$ cat config.mk
export PLATFORM = sky130hd
export DESIGN_NAME = io_input_controller
export DESIGN_NICKNAME = d
export VERILOG_FILES = /design/src/rtl/io_input_controller.sv
export SDC_FILE = /design/constraint.sdc
export NUM_CORES = 1
export LEC_CHECK = 0
export BUFFER_PORTS_ARGS = -buffer_cell sky130_fd_sc_hd__buf_4
export CAP_MARGIN = 20
export CORE_MARGIN = 10
export CORE_UTILIZATION = 40
export DETAILED_ROUTE_END_ITERATION = 6
export SYNTH_ARGS = -nofsm -noshare
export SYNTH_HDL_FRONTEND = slang
export SYNTH_SLANG_ARGS = --single-unit
$ cat constraint.sdc
create_clock -name clock -period 4.51 [get_ports clock]
set_clock_uncertainty 0.15 [all_clocks]
set_input_delay 0.2255 -clock clock [delete_from_list [all_inputs] [get_ports clock]]
set_output_delay 0.2255 -clock clock [all_outputs]
set_load 0.02 [all_outputs]
$ cat src/rtl/io_input_controller.sv
// Input stage for the CPU IN instruction: synchronises/debounces the enter key and delivers the switch word.
// Optional press timeout is enabled by defining INPUT_TIMEOUT_EN.
module io_input_controller #(
   parameter int DATA_W         = 16,
   parameter int DB_CYCLES      = 50000,
   parameter int TIMEOUT_CYCLES = 1000000
) (
   input  logic              clock,
   input  logic              n_reset,
   input  logic              button_n,
   input  logic [DATA_W-1:0] switches,
   input  logic              in_req,
   output logic [DATA_W-1:0] in_data,
   output logic              in_valid,
   output logic              hold,
   output logic              waiting,
   output logic              timed_out
);

   localparam int DB_W = $clog2(DB_CYCLES);

   localparam logic [1:0] S_IDLE       = 2'd0;
   localparam logic [1:0] S_ARMED      = 2'd1;
   localparam logic [1:0] S_WAIT_PRESS = 2'd2;
   localparam logic [1:0] S_DELIVER    = 2'd3;

   logic              btn_meta;
   logic              btn_s;
   logic [DATA_W-1:0] sw_meta;
   logic [DATA_W-1:0] sw_s;

   logic              db_level;
   logic [DB_W-1:0]   db_cnt;
   logic              press_evt;
   logic              key_pressed;

   logic [1:0]        state;
   logic [1:0]        state_nxt;
   logic              capture;

   // NOTE: the key synchroniser resets to 1 (released) so leaving reset never looks like a press.
   always_ff @(posedge clock or negedge n_reset) begin
      if (!n_reset) begin
         btn_meta <= 1'b1;
         btn_s    <= 1'b1;
         sw_meta  <= '0;
         sw_s     <= '0;
      end else begin
         btn_meta <= button_n;
         btn_s    <= btn_meta;
         sw_meta  <= switches;
         sw_s     <= sw_meta;
      end
   end

   // The level moves only after DB_CYCLES consecutive differing samples; any bounce back restarts the count.
   always_ff @(posedge clock or negedge n_reset) begin
      if (!n_reset) begin
         db_level  <= 1'b1;
         db_cnt    <= '0;
         press_evt <= 1'b0;
      end else begin
         press_evt <= 1'b0;
         if (btn_s == db_level) begin
            db_cnt <= '0;
         end else if (db_cnt == DB_W'(DB_CYCLES - 1)) begin
            db_level  <= btn_s;
            db_cnt    <= '0;
            press_evt <= ~btn_s;
         end else begin
            db_cnt <= db_cnt + DB_W'(1);
         end
      end
   end

   assign key_pressed = ~db_level;

`ifdef INPUT_TIMEOUT_EN
   localparam int TO_W = $clog2(TIMEOUT_CYCLES + 1);

   logic [TO_W-1:0] tmo_cnt;
   logic            tmo_hit;
   logic            timed_out_q;

   always_ff @(posedge clock or negedge n_reset) begin
      if (!n_reset) begin
         tmo_cnt     <= '0;
         timed_out_q <= 1'b0;
      end else begin
         if (state != S_WAIT_PRESS) begin
            tmo_cnt <= '0;
         end else begin
            tmo_cnt <= tmo_cnt + TO_W'(1);
         end
         timed_out_q <= tmo_hit;
      end
   end

   assign timed_out = timed_out_q;
`else
   logic unused_timeout_cfg;
   assign unused_timeout_cfg = (TIMEOUT_CYCLES > 0);
   assign timed_out          = 1'b0;
`endif

   always_comb begin
      state_nxt = state;
      capture   = 1'b0;
`ifdef INPUT_TIMEOUT_EN
      tmo_hit   = 1'b0;
`endif
      case (state)
         S_IDLE: begin
            if (in_req) begin
               state_nxt = key_pressed ? S_ARMED : S_WAIT_PRESS;
            end
         end
         // A key still held from an earlier IN must be released before it can satisfy this one.
         S_ARMED: begin
            if (!in_req) begin
               state_nxt = S_IDLE;
            end else if (!key_pressed) begin
               state_nxt = S_WAIT_PRESS;
            end
         end
         S_WAIT_PRESS: begin
            if (!in_req) begin
               state_nxt = S_IDLE;
            end else if (press_evt) begin
               state_nxt = S_DELIVER;
               capture   = 1'b1;
            end
`ifdef INPUT_TIMEOUT_EN
            else if (tmo_cnt == TO_W'(TIMEOUT_CYCLES - 1)) begin
               state_nxt = S_DELIVER;
               tmo_hit   = 1'b1;
            end
`endif
         end
         S_DELIVER: begin
            state_nxt = S_IDLE;
         end
         default: begin
            state_nxt = S_IDLE;
         end
      endcase
   end

   always_ff @(posedge clock or negedge n_reset) begin
      if (!n_reset) begin
         state    <= S_IDLE;
         in_data  <= '0;
         in_valid <= 1'b0;
         waiting  <= 1'b0;
      end else begin
         state    <= state_nxt;
         in_valid <= (state_nxt == S_DELIVER);
         waiting  <= (state_nxt == S_ARMED) || (state_nxt == S_WAIT_PRESS);
         if (capture) begin
            in_data <= sw_s;
         end
      end
   end

   // Dropping hold in the delivery cycle lets the PC advance exactly once per IN.
   assign hold = in_req & (state != S_DELIVER);

endmodule

* After elaboration in Yosys (flattened, before gate mapping)
Index checks and enable logic that the tools add are counted.
** Storage, ports and cells
- Flip-flop bits (word level) :: 72
- Latch bits :: 0
- RAM bits :: 0
- ROM bits :: 0
- Input port bits :: 20
- Output and inout port bits :: 20
- Logic and storage cells :: 41
- Memories kept :: 0
** Cells by class
- Add/sub/neg operators :: 1
- $mul :: 0
- Div/mod/pow operators :: 0
- Magnitude comparators :: 0
- Equality and inequality tests :: 9
- Shifts and indexed selects :: 0
- Muxes and demuxes :: 14
- Bitwise logic cells :: 3
- Reductions and logical operators :: 3
** Operators by type and width (number)
- $mux 16 :: 2
- $add 16x1->16 const B :: 1
- $eq 16x16->1 const B :: 1
- $mux 2 :: 6
- $eq 2x2->1 const B :: 4
- $pmux 2 s4 :: 1
- $mux 1 :: 5
- $eq 2x1->1 const B :: 2
- $logic_not 2->1 :: 1
- $ne 2x2->1 const B :: 1
- $not 1->1 :: 2
- $reduce_and 2->1 :: 1
- $and 1x1->1 :: 1
- $eq 1x1->1 :: 1
- $logic_or 1x1->1 :: 1

* Longest topological paths before layout
Gate-level depths: netlist of the first run.
- Depth in word-level cells :: 5
- Depth in mapped cells :: 6
- Depth with buffers taken out :: 5

* Worst setup path after synthesis of the first run
OpenSTA, ideal clock, no wires.
- Path type :: register to register
- From :: reg db_cnt[0]
- To :: reg db_cnt[14]
- Arrival :: 1.543 ns
- Slack :: 2.740 ns
- Cell stages (with the launch flop) :: 6
- Period minus slack after synthesis :: 1.770 ns
- Cell sequence :: dfrtp_1 ha_1 and3_1 nand4_1 or4_1 a21oi_1
** On the way
- Cells in the longest elaborated chain, start to end :: 3
- Elaborated cells on any way between the ends :: 4
** RTL lines
- start: declaration :: RTL line 33 : logic [DB_W-1:0] db_cnt;
- start signal: assignment :: RTL line 71 : db_cnt <= db_cnt + DB_W'(1);
- $add 16x1->16 or $eq 16x16->1 (tied branches) :: RTL line 71, 66
- $mux 16 (*) :: RTL line 66 : end else if (db_cnt == DB_W'(DB_CYCLES - 1)) begin
- $mux 16 (*) :: RTL line 64 : if (btn_s == db_level) begin
Mark *: on every way between the ends. The rest lies on a longest branch, timed or not.
A chain may end at the register's enable or synchronous reset.

* Final worst setup path of the first run
- From :: in in_req
- To :: reg waiting
** On the way
- Cells in the longest elaborated chain, start to end :: 4
- Elaborated cells on any way between the ends :: 7
** RTL lines
- start: declaration :: RTL line 12 : input logic in_req,
- $mux 2, on equally long branches :: RTL line 127, 114, 120
- $pmux 2 s4 (*) :: RTL line 112 : case (state)
- named net state_nxt[0] :: RTL line 38 : logic [1:0] state_nxt;
- $eq 2x1->1 or $eq 2x2->1 (tied branches) :: RTL line 158 : waiting <= (state_nxt == S_ARMED) || (state_nxt == S_WAIT_PRESS);
- $logic_or 1x1->1 (*) :: RTL line 158
- end signal: assignment :: RTL line 158
- end: declaration :: RTL line 16 : output logic waiting,
Mark *: on every way through the listed nets, which the timed path passes. The rest lies on a longest branch.

==> impl_metrics.xml, run 1 <==
<?xml version="1.0" encoding="UTF-8"?>
<metrics>
  <group name="global_routing">
    <metric name="grt_pass1_vias" unit="">1628</metric>
    <metric name="grt_antenna_before_repair" unit="">0</metric>
    <metric name="grt_util_all_layers" unit="%">9.725</metric>
    <metric name="largest_net_degree_at_the_start_of_global_routing" unit="">73</metric>
    <metric name="globalRouteOverflowTotal" unit="">0</metric>
    <metric name="grt_first_pass_wirelength" unit="mm">7.700</metric>
  </group>
  <group name="routing">
    <metric name="drc" unit="">0</metric>
    <metric name="final_antenna_net_count" unit="">0</metric>
    <metric name="drt_first_pass_iters" unit="">4</metric>
    <metric name="detail_route.wl_per_cell" unit="um">14.60</metric>
    <metric name="via_count" unit="">1484</metric>
    <metric name="iter_0_drt_violations" unit="">68</metric>
    <metric name="route.final.wire_length" unit="mm">4.527</metric>
    <metric name="vias_per_cell" unit="">4.787</metric>
  </group>
  <group name="power">
    <metric name="internal_power" unit="mW">1.003</metric>
    <metric name="power.combinational.fraction" unit="%">3.9</metric>
    <metric name="leakagePower" unit="nW">1.514</metric>
    <metric name="power_frac_seq" unit="%">53.5</metric>
    <metric name="report.power.total" unit="mW">1.255</metric>
    <metric name="power.ir.vdd_worst" unit="mV">0.1765</metric>
    <metric name="power_per_cell_area" unit="nW/um2">387.9</metric>
    <metric name="clkPwrFrac" unit="%">42.6</metric>
    <metric name="net-switching-power" unit="mW">0.2526</metric>
    <metric name="net_switching_fraction_of_the_power" unit="%">20.12</metric>
  </group>
  <group name="cts">
    <metric name="cts_resized" unit="">0</metric>
    <metric name="ctsLongestPathBuffers" unit="">2</metric>
    <metric name="clkSinkCount" unit="">72</metric>
    <metric name="post-cts-setup-buffers" unit="">0</metric>
    <metric name="cts-buffers-inserted" unit="">9</metric>
    <metric name="htree_levels" unit="">3</metric>
    <metric name="tritoncts_clock_tree" unit="">done</metric>
    <metric name="hold_buffers" unit="">19</metric>
    <metric name="insertion_delay" unit="ps">320</metric>
    <metric name="cts.root.buffer_cell" unit="">sky130_fd_sc_hd__clkbuf_8</metric>
    <metric name="clk_pin_slew" unit="ps">70</metric>
  </group>
  <group name="critical_path">
    <metric name="required_time_reported_for_the_critical_path_endpoint" unit="ps">4560</metric>
    <metric name="timing_worst_setup_path_type" unit="">primary input to flop</metric>
    <metric name="timing.critical_path.slowest_cell_delay" unit="ps">690</metric>
    <metric name="worstPathArrival" unit="ps">2160</metric>
    <metric name="crit_fanout" unit="">17</metric>
    <metric name="critical_path.top_delay_family" unit="">simple AND/OR/NAND/NOR gates</metric>
    <metric name="timing.critical_path.to_type" unit="">flop</metric>
    <metric name="timing.critical_path.slowest_stage_cell" unit="">sky130_fd_sc_hd__nand4b_1</metric>
    <metric name="timing.critical_path.cells" unit="">dlygate4sd3_1 -&gt; buf_4 -&gt; nand4b_1 -&gt; nand2_1 -&gt; ha_1</metric>
    <metric name="cp-start-kind" unit="">primary input</metric>
    <metric name="cp_num_buf_inv" unit="">2</metric>
  </group>
  <group name="layout">
    <metric name="finalNetCount" unit="">252</metric>
    <metric name="layout-drive-gt1-share" unit="%">31.91</metric>
    <metric name="layout.cells.most_common" unit="">sky130_fd_sc_hd__dfrtp_1</metric>
    <metric name="stdcell_count" unit="">310</metric>
    <metric name="post-route-cell-area" unit="um2">3237</metric>
    <metric name="antenna_cells" unit="">0</metric>
    <metric name="final_core_util" unit="%">54.35</metric>
    <metric name="layout_common_cells" unit="">sky130_fd_sc_hd__dfrtp_1 (69), sky130_fd_sc_hd__buf_4 (38), sky130_fd_sc_hd__dlygate4sd3_1 (19), sky130_fd_sc_hd__mux2_2 (17), sky130_fd_sc_hd__nor2_1 (15)</metric>
    <metric name="syn_to_final_growth" unit="%">31.05</metric>
  </group>
  <group name="placed_design">
    <metric name="place.gp.congestion" unit="">0.8342</metric>
    <metric name="dpl.cell_count" unit="">275</metric>
    <metric name="pre_cts_slack" unit="ps">2442</metric>
    <metric name="dpl.hpwl" unit="mm">3.059</metric>
    <metric name="placedInstanceArea" unit="um2">2833</metric>
    <metric name="port_buffers" unit="">38</metric>
  </group>
  <group name="timing">
    <metric name="period_minus_slack" unit="ps">2113</metric>
    <metric name="finalWorstSetupSlack" unit="ps">2397</metric>
    <metric name="grt_setup_unrepaired" unit="">no</metric>
    <metric name="hold_viol_final" unit="">0</metric>
    <metric name="min_period_over_period" unit="%">46.84</metric>
    <metric name="timing.fmax" unit="GHz">0.4734</metric>
    <metric name="final.setup.tns" unit="ps">0</metric>
    <metric name="slew_headroom" unit="%">39.22</metric>
    <metric name="worst_slew_pin_slew" unit="ps">906.9</metric>
    <metric name="setup_viol" unit="">0</metric>
    <metric name="hold_ws" unit="ps">200.0</metric>
    <metric name="maxSlewViolCount" unit="">0</metric>
  </group>
  <group name="die">
    <metric name="die_w" unit="um">98.58</metric>
    <metric name="rows" unit="">28</metric>
    <metric name="die_area" unit="um2">9718</metric>
    <metric name="die_height" unit="um">98.58</metric>
    <metric name="core" unit="um2">5956</metric>
    <metric name="initial_core_util" unit="%">41.47</metric>
    <metric name="ioPinCount" unit="">40</metric>
  </group>
  <group name="synth">
    <metric name="syn-cell-area" unit="um2">2470</metric>
    <metric name="synth.lib_cells_used.distinct" unit="">29</metric>
    <metric name="synth_seq_cells" unit="">72</metric>
    <metric name="post-synth-top-area-fraction" unit="%">69.91</metric>
    <metric name="synthesis.yosys.warnings" unit="">0</metric>
    <metric name="synthTopCellsByArea" unit="">sky130_fd_sc_hd__dfrtp_1 (70%), sky130_fd_sc_hd__mux2_2 (7.8%), sky130_fd_sc_hd__dfstp_2 (3.2%)</metric>
    <metric name="mean_syn_cell_area" unit="um2">14.97</metric>
    <metric name="post_synthesis_cell_type_with_the_largest_combined_area" unit="">sky130_fd_sc_hd__dfrtp_1</metric>
    <metric name="synth.net_count" unit="">187</metric>
    <metric name="seq_area_frac_synth" unit="%">73.10</metric>
    <metric name="post_synth_inst_count" unit="">165</metric>
  </group>
  <group name="flow_run">
    <metric name="drv_cap" unit="">0</metric>
  </group>
  <group name="status">
    <metric name="status" unit="">complete, no violations</metric>
  </group>
  <group name="worst_hold_path">
    <metric name="hp-class" unit="">flop to flop</metric>
  </group>
</metrics>
-- cell type report --
type / instances / area (um2)
flip-flops and latches: 72 / 1805
well taps: 75 / 93.84
clock inverters: 5 / 82.58
multi-input cells: 90 / 648.1
fillers: 497 / 2719
repair buffers: 57 / 475.5
clock buffers: 11 / 131.4
-- worst paths after layout --
check	cells after the start	slack, ps	start	to
setup reg to reg	3	2510	state[0]	waiting
setup / recovery	5	2400	in_req	waiting
min in group asynchronous	2	410	n_reset	in_data[2]
hold reg to reg	0	200	sw_meta[8]	sw_s[8]
max in group asynchronous	2	3240	n_reset	sw_meta[1]
hold / removal	0	200	sw_meta[8]	sw_s[8]
-- cells in the mapped netlist (all sizes together) --
| cell type | count |
|---|---|
| nor2 | 15 |
| clkbuf | 1 |
| xor2 | 4 |
| nor4bb | 1 |
| a21oi | 3 |
| conb | 1 |
| nor3 | 2 |
| nand3 | 5 |
| a21boi | 1 |
| and3 | 2 |
| mux2 | 17 |
| nand2 | 9 |
| o31ai | 3 |
| ha | 2 |
| dfstp | 3 |
| nor4 | 2 |
| nand4b | 1 |
| and4bb | 1 |
| nor3b | 1 |
| xnor2 | 8 |
| buf | 2 |
| nor2b | 1 |
| nand4 | 6 |
| or2 | 1 |
| or4 | 3 |
| dfrtp | 69 |
| nor4b | 1 |
-- power groups by stage --
stage	Combinational (mW)	Clock (mW)	Sequential, mW
CTS	0.0499	0.552	0.672
detailed placement	0.0359	0	0.685
finish	0.0485	0.535	0.672
global route	0.0552	0.579	0.673
floorplan	0.00844	0	0.683
global placement	0.0352	0	0.683
-- flip-flops by register name (all words and copies together), names as in the netlist, 2 cells and up --
| name | count |
|---|---|
| in_data | 16 |
| state | 2 |
| db_cnt | 16 |
| sw_s | 16 |
| sw_meta | 16 |
-- layer usage --
| metal | share of wire (%) | vias up | track usage [%] |
|---|---|---|---|
| li1 | - | 700 | - |
| met1 | 47 | 742 | 11.68 |
| met2 | 47 | 40 | 15.23 |
| met3 | 5.4 | 2 | 3.701 |
| met4 | 0.68 | 0 | 4.300 |
| met5 | 0 | - | 0 |
-- cells by family (layout without fill, tap and decap cells) --
logic type               count (synthesis)  in the layout  synth area share [%]
AO/OA/AOI/OAI                            7              7                 1.824
XOR/XNOR                                12             12                 4.255
adder cells (fa/ha/maj)                  2              2                 1.013
buffers and inverters                    3             73                0.6583
flip-flops                              72             72                 73.10
multiplexers                            17             17                 7.751
other                                    1              1                0.1518
AND/OR/NAND/NOR                         51             51                 11.25
(Power assumes the default switching activity.)
==> run 2, diff against run 1 <==
Settings changed: ABC_AREA set to 1.
Clock period 4.51 ns to 2.1 ns, I/O delays scaled along.
==> impl_metrics.xml, run 2 <==
<?xml version="1.0" encoding="UTF-8"?>
<metrics>
  <group name="critical_path">
    <metric name="timing.critical_path.slowest_cell_delay" unit="ps">420</metric>
    <metric name="cp-start-kind" unit="">flop</metric>
    <metric name="required_time_reported_for_the_critical_path_endpoint" unit="ps">2180</metric>
    <metric name="worstPathArrival" unit="ps">1630</metric>
    <metric name="timing.critical_path.slowest_stage_cell" unit="">sky130_fd_sc_hd__dfrtp_1</metric>
    <metric name="timing_worst_setup_path_type" unit="">flop to flop</metric>
    <metric name="timing.critical_path.cells" unit="">ha_1 -&gt; nand3_2 -&gt; nor3_4 -&gt; nand2_4 -&gt; nand2_4 -&gt; nor2_2</metric>
    <metric name="cpMostUsedCell" unit="">sky130_fd_sc_hd__nand2_4</metric>
    <metric name="crit_fanout" unit="">7</metric>
    <metric name="timing.critical_path.to_type" unit="">flop</metric>
  </group>
  <group name="timing">
    <metric name="timing.fmax" unit="GHz">0.6438</metric>
    <metric name="setup_viol" unit="">0</metric>
    <metric name="worst_slew_pin_slew" unit="ps">867.5</metric>
    <metric name="hold_viol_final" unit="">0</metric>
    <metric name="min_period_over_period" unit="%">73.97</metric>
    <metric name="slew_headroom" unit="%">42.16</metric>
    <metric name="period_minus_slack" unit="ps">1553</metric>
    <metric name="maxSlewViolCount" unit="">0</metric>
    <metric name="grt_setup_unrepaired" unit="">no</metric>
    <metric name="final.setup.tns" unit="ps">0</metric>
  </group>
  <group name="die">
    <metric name="initial_core_util" unit="%">41.71</metric>
    <metric name="core" unit="um2">6459</metric>
    <metric name="die_height" unit="um">102.1</metric>
    <metric name="ioPinCount" unit="">40</metric>
    <metric name="rows" unit="">29</metric>
    <metric name="die_area" unit="um2">10420</metric>
    <metric name="die_w" unit="um">102.1</metric>
  </group>
  <group name="global_routing">
    <metric name="grt_util_all_layers" unit="%">10.97</metric>
    <metric name="grt_pass1_vias" unit="">1886</metric>
    <metric name="grt_antenna_before_repair" unit="">0</metric>
    <metric name="grt_first_pass_wirelength" unit="mm">8.894</metric>
    <metric name="globalRouteOverflowTotal" unit="">0</metric>
    <metric name="largest_net_degree_at_the_start_of_global_routing" unit="">73</metric>
  </group>
  <group name="synth">
    <metric name="synthesis.yosys.warnings" unit="">0</metric>
    <metric name="synthArstFlopShare" unit="%">100.0</metric>
    <metric name="synth_enable_flop_cells" unit="">0</metric>
    <metric name="synth.net_count" unit="">273</metric>
    <metric name="mean_syn_cell_area" unit="um2">10.73</metric>
    <metric name="synth.lib_cells_used.distinct" unit="">28</metric>
    <metric name="syn-cell-area" unit="um2">2694</metric>
    <metric name="yosys.cell_count.top_type" unit="">sky130_fd_sc_hd__dfrtp_1</metric>
    <metric name="seq_area_frac_synth" unit="%">67.02</metric>
    <metric name="synth_seq_cells" unit="">72</metric>
    <metric name="synthFlopType" unit="">sky130_fd_sc_hd__dfrtp_1</metric>
    <metric name="synth.cells.most_frequent" unit="">sky130_fd_sc_hd__dfrtp_1 (69), sky130_fd_sc_hd__nand2_1 (40), sky130_fd_sc_hd__inv_1 (33), sky130_fd_sc_hd__nor2_1 (28), sky130_fd_sc_hd__o21ai_1 (18)</metric>
    <metric name="post_synthesis_cell_type_with_the_largest_combined_area" unit="">sky130_fd_sc_hd__dfrtp_1</metric>
    <metric name="synthTopCellsByArea" unit="">sky130_fd_sc_hd__dfrtp_1 (64%), sky130_fd_sc_hd__nand2_1 (5.6%), sky130_fd_sc_hd__inv_1 (4.6%)</metric>
    <metric name="post_synth_inst_count" unit="">251</metric>
    <metric name="post-synth-top-area-fraction" unit="%">64.10</metric>
  </group>
  <group name="placed_design">
    <metric name="dpl.hpwl" unit="mm">3.523</metric>
    <metric name="port_buffers" unit="">38</metric>
    <metric name="place.gp.congestion" unit="">0.8274</metric>
  </group>
  <group name="power">
    <metric name="power.ir.vdd_worst" unit="mV">0.4516</metric>
    <metric name="leakagePower" unit="nW">1.701</metric>
    <metric name="power_per_cell_area" unit="nW/um2">764.7</metric>
  </group>
  <group name="routing">
    <metric name="final_antenna_net_count" unit="">0</metric>
    <metric name="route.final.wire_length" unit="mm">5.064</metric>
    <metric name="drt_first_pass_iters" unit="">5</metric>
    <metric name="via_count" unit="">1800</metric>
    <metric name="iter_0_drt_violations" unit="">61</metric>
    <metric name="detail_route.wl_per_cell" unit="um">12.76</metric>
    <metric name="drc" unit="">0</metric>
    <metric name="vias_per_cell" unit="">4.534</metric>
  </group>
  <group name="status">
    <metric name="status" unit="">complete, no violations</metric>
  </group>
  <group name="cts">
    <metric name="cts_resized" unit="">0</metric>
    <metric name="cts.root.buffer_cell" unit="">sky130_fd_sc_hd__clkbuf_8</metric>
    <metric name="clkSinkCount" unit="">72</metric>
    <metric name="tritoncts_clock_tree" unit="">done</metric>
    <metric name="ctsLongestPathBuffers" unit="">2</metric>
    <metric name="cts-buffers-inserted" unit="">9</metric>
    <metric name="htree_levels" unit="">3</metric>
    <metric name="insertion_delay" unit="ps">330</metric>
    <metric name="clk_pin_slew" unit="ps">70</metric>
  </group>
  <group name="layout">
    <metric name="final_core_util" unit="%">53.39</metric>
    <metric name="layout_common_cells" unit="">sky130_fd_sc_hd__dfrtp_1 (69), sky130_fd_sc_hd__nand2_1 (40), sky130_fd_sc_hd__buf_4 (39), sky130_fd_sc_hd__inv_1 (33), sky130_fd_sc_hd__nor2_1 (28)</metric>
    <metric name="layout-drive-gt1-share" unit="%">25.94</metric>
    <metric name="syn_to_final_growth" unit="%">28.01</metric>
    <metric name="layout.cells.most_common" unit="">sky130_fd_sc_hd__dfrtp_1</metric>
    <metric name="antenna_cells" unit="">0</metric>
    <metric name="finalNetCount" unit="">338</metric>
  </group>
  <group name="worst_hold_path">
    <metric name="hp-class" unit="">flop to flop</metric>
  </group>
  <group name="flow_run">
    <metric name="drv_cap" unit="">0</metric>
  </group>
</metrics>
run 2: cell types whose count changed after synthesis, sizes merged, moves of 3 or more:
cell / previous run / this run
nor2: 15 / 39
xnor2: 8 / 2
inv: 0 / 35
nand4: 6 / 2
nand3: 5 / 14
or4: 3 / 0
o31ai: 3 / 0
mux2: 17 / 0
o21ai: 0 / 20
nand2: 9 / 46
run 2: final timing paths:
check / start / to / slack (ps) / depth (start not counted)
max in group asynchronous: n_reset / db_cnt[10] / 960 / 2
min: sw_meta[7] / sw_s[7] / 200 / 0
max reg2reg: db_cnt[0] / db_cnt[8] / 550 / 6
max: db_cnt[0] / db_cnt[8] / 550 / 6
min in group asynchronous: n_reset / sw_meta[6] / 280 / 2
min reg2reg: sw_meta[7] / sw_s[7] / 200 / 0
run 2: logic make-up (layout without fill, tap and decap cells):
logic type / after synthesis / after routing / synth area share (%)
and+or+nand+nor: 105 / 105 / 18.90
DFF: 72 / 72 / 67.02
buffers and inverters: 39 / 108 / 5.574
AOI/OAI and AO/OA: 25 / 25 / 4.877
xor gates and xnor gates: 7 / 7 / 2.555
adders and majority gates: 2 / 2 / 0.9288
other: 1 / 1 / 0.1392
run 2: where the power goes:
part           switching, mW  total [mW]  internal, mW
clock network          0.503        1.08         0.575
logic                 0.0593       0.117        0.0579
registers             0.0154        1.44          1.43
run 2: layout make-up:
cell class / instances / area, um2
Timing Repair Buffer: 58 / 483.0
Fill cell: 580 / 3010
Inverter: 35 / 131.4
Clock inverter: 5 / 56.30
Tap cell: 77 / 96.34
Multi-Input combinational cell: 140 / 738.2
Clock buffer: 10 / 137.6
Sequential cell: 72 / 1805
run 2: routing by layer:
metal | up-vias | track usage, % | wire length (um)
met3 | 7 | 3.981 | 336
met1 | 850 | 13.56 | 2271
met4 | 0 | 5.206 | 68
met2 | 39 | 16.74 | 2388
met5 | - | 0 | 0
li1 | 904 | - | -
run 2: critical path: cells and delay by family (launching register included):
family                   cells  cell delay (ps)
flip-flops                   1              420
AND/OR/NAND/NOR              5              630
adder cells (fa/ha/maj)      1              240
run 2: timing repair:
| item | CTS | global route |
|---|---|---|
| hold buffers | 19 | 0 |
| endpoints found under the hold margin | 87 | 0 |
| buffers inserted | 0 | 0 |
| endpoints found under the setup margin | 0 | 0 |
run 2: metrics by stage:
step / setup WS (ps) / total power, mW / instance area (um2) / cells / hold WS (ps)
after global placement: 589.3 / 1.558 / 3064 / 363 / 64.23
final: 546.7 / 2.637 / 3448 / 397 / 201.0
after global routing: 440.6 / 2.754 / 3448 / 397 / 204.6
after detailed placement: 547.7 / 1.562 / 3064 / 363 / 65.47
after CTS: 529.1 / 2.675 / 3448 / 397 / 203.0
after floorplan: 611.2 / 1.497 / 2694 / 251 / -340.6
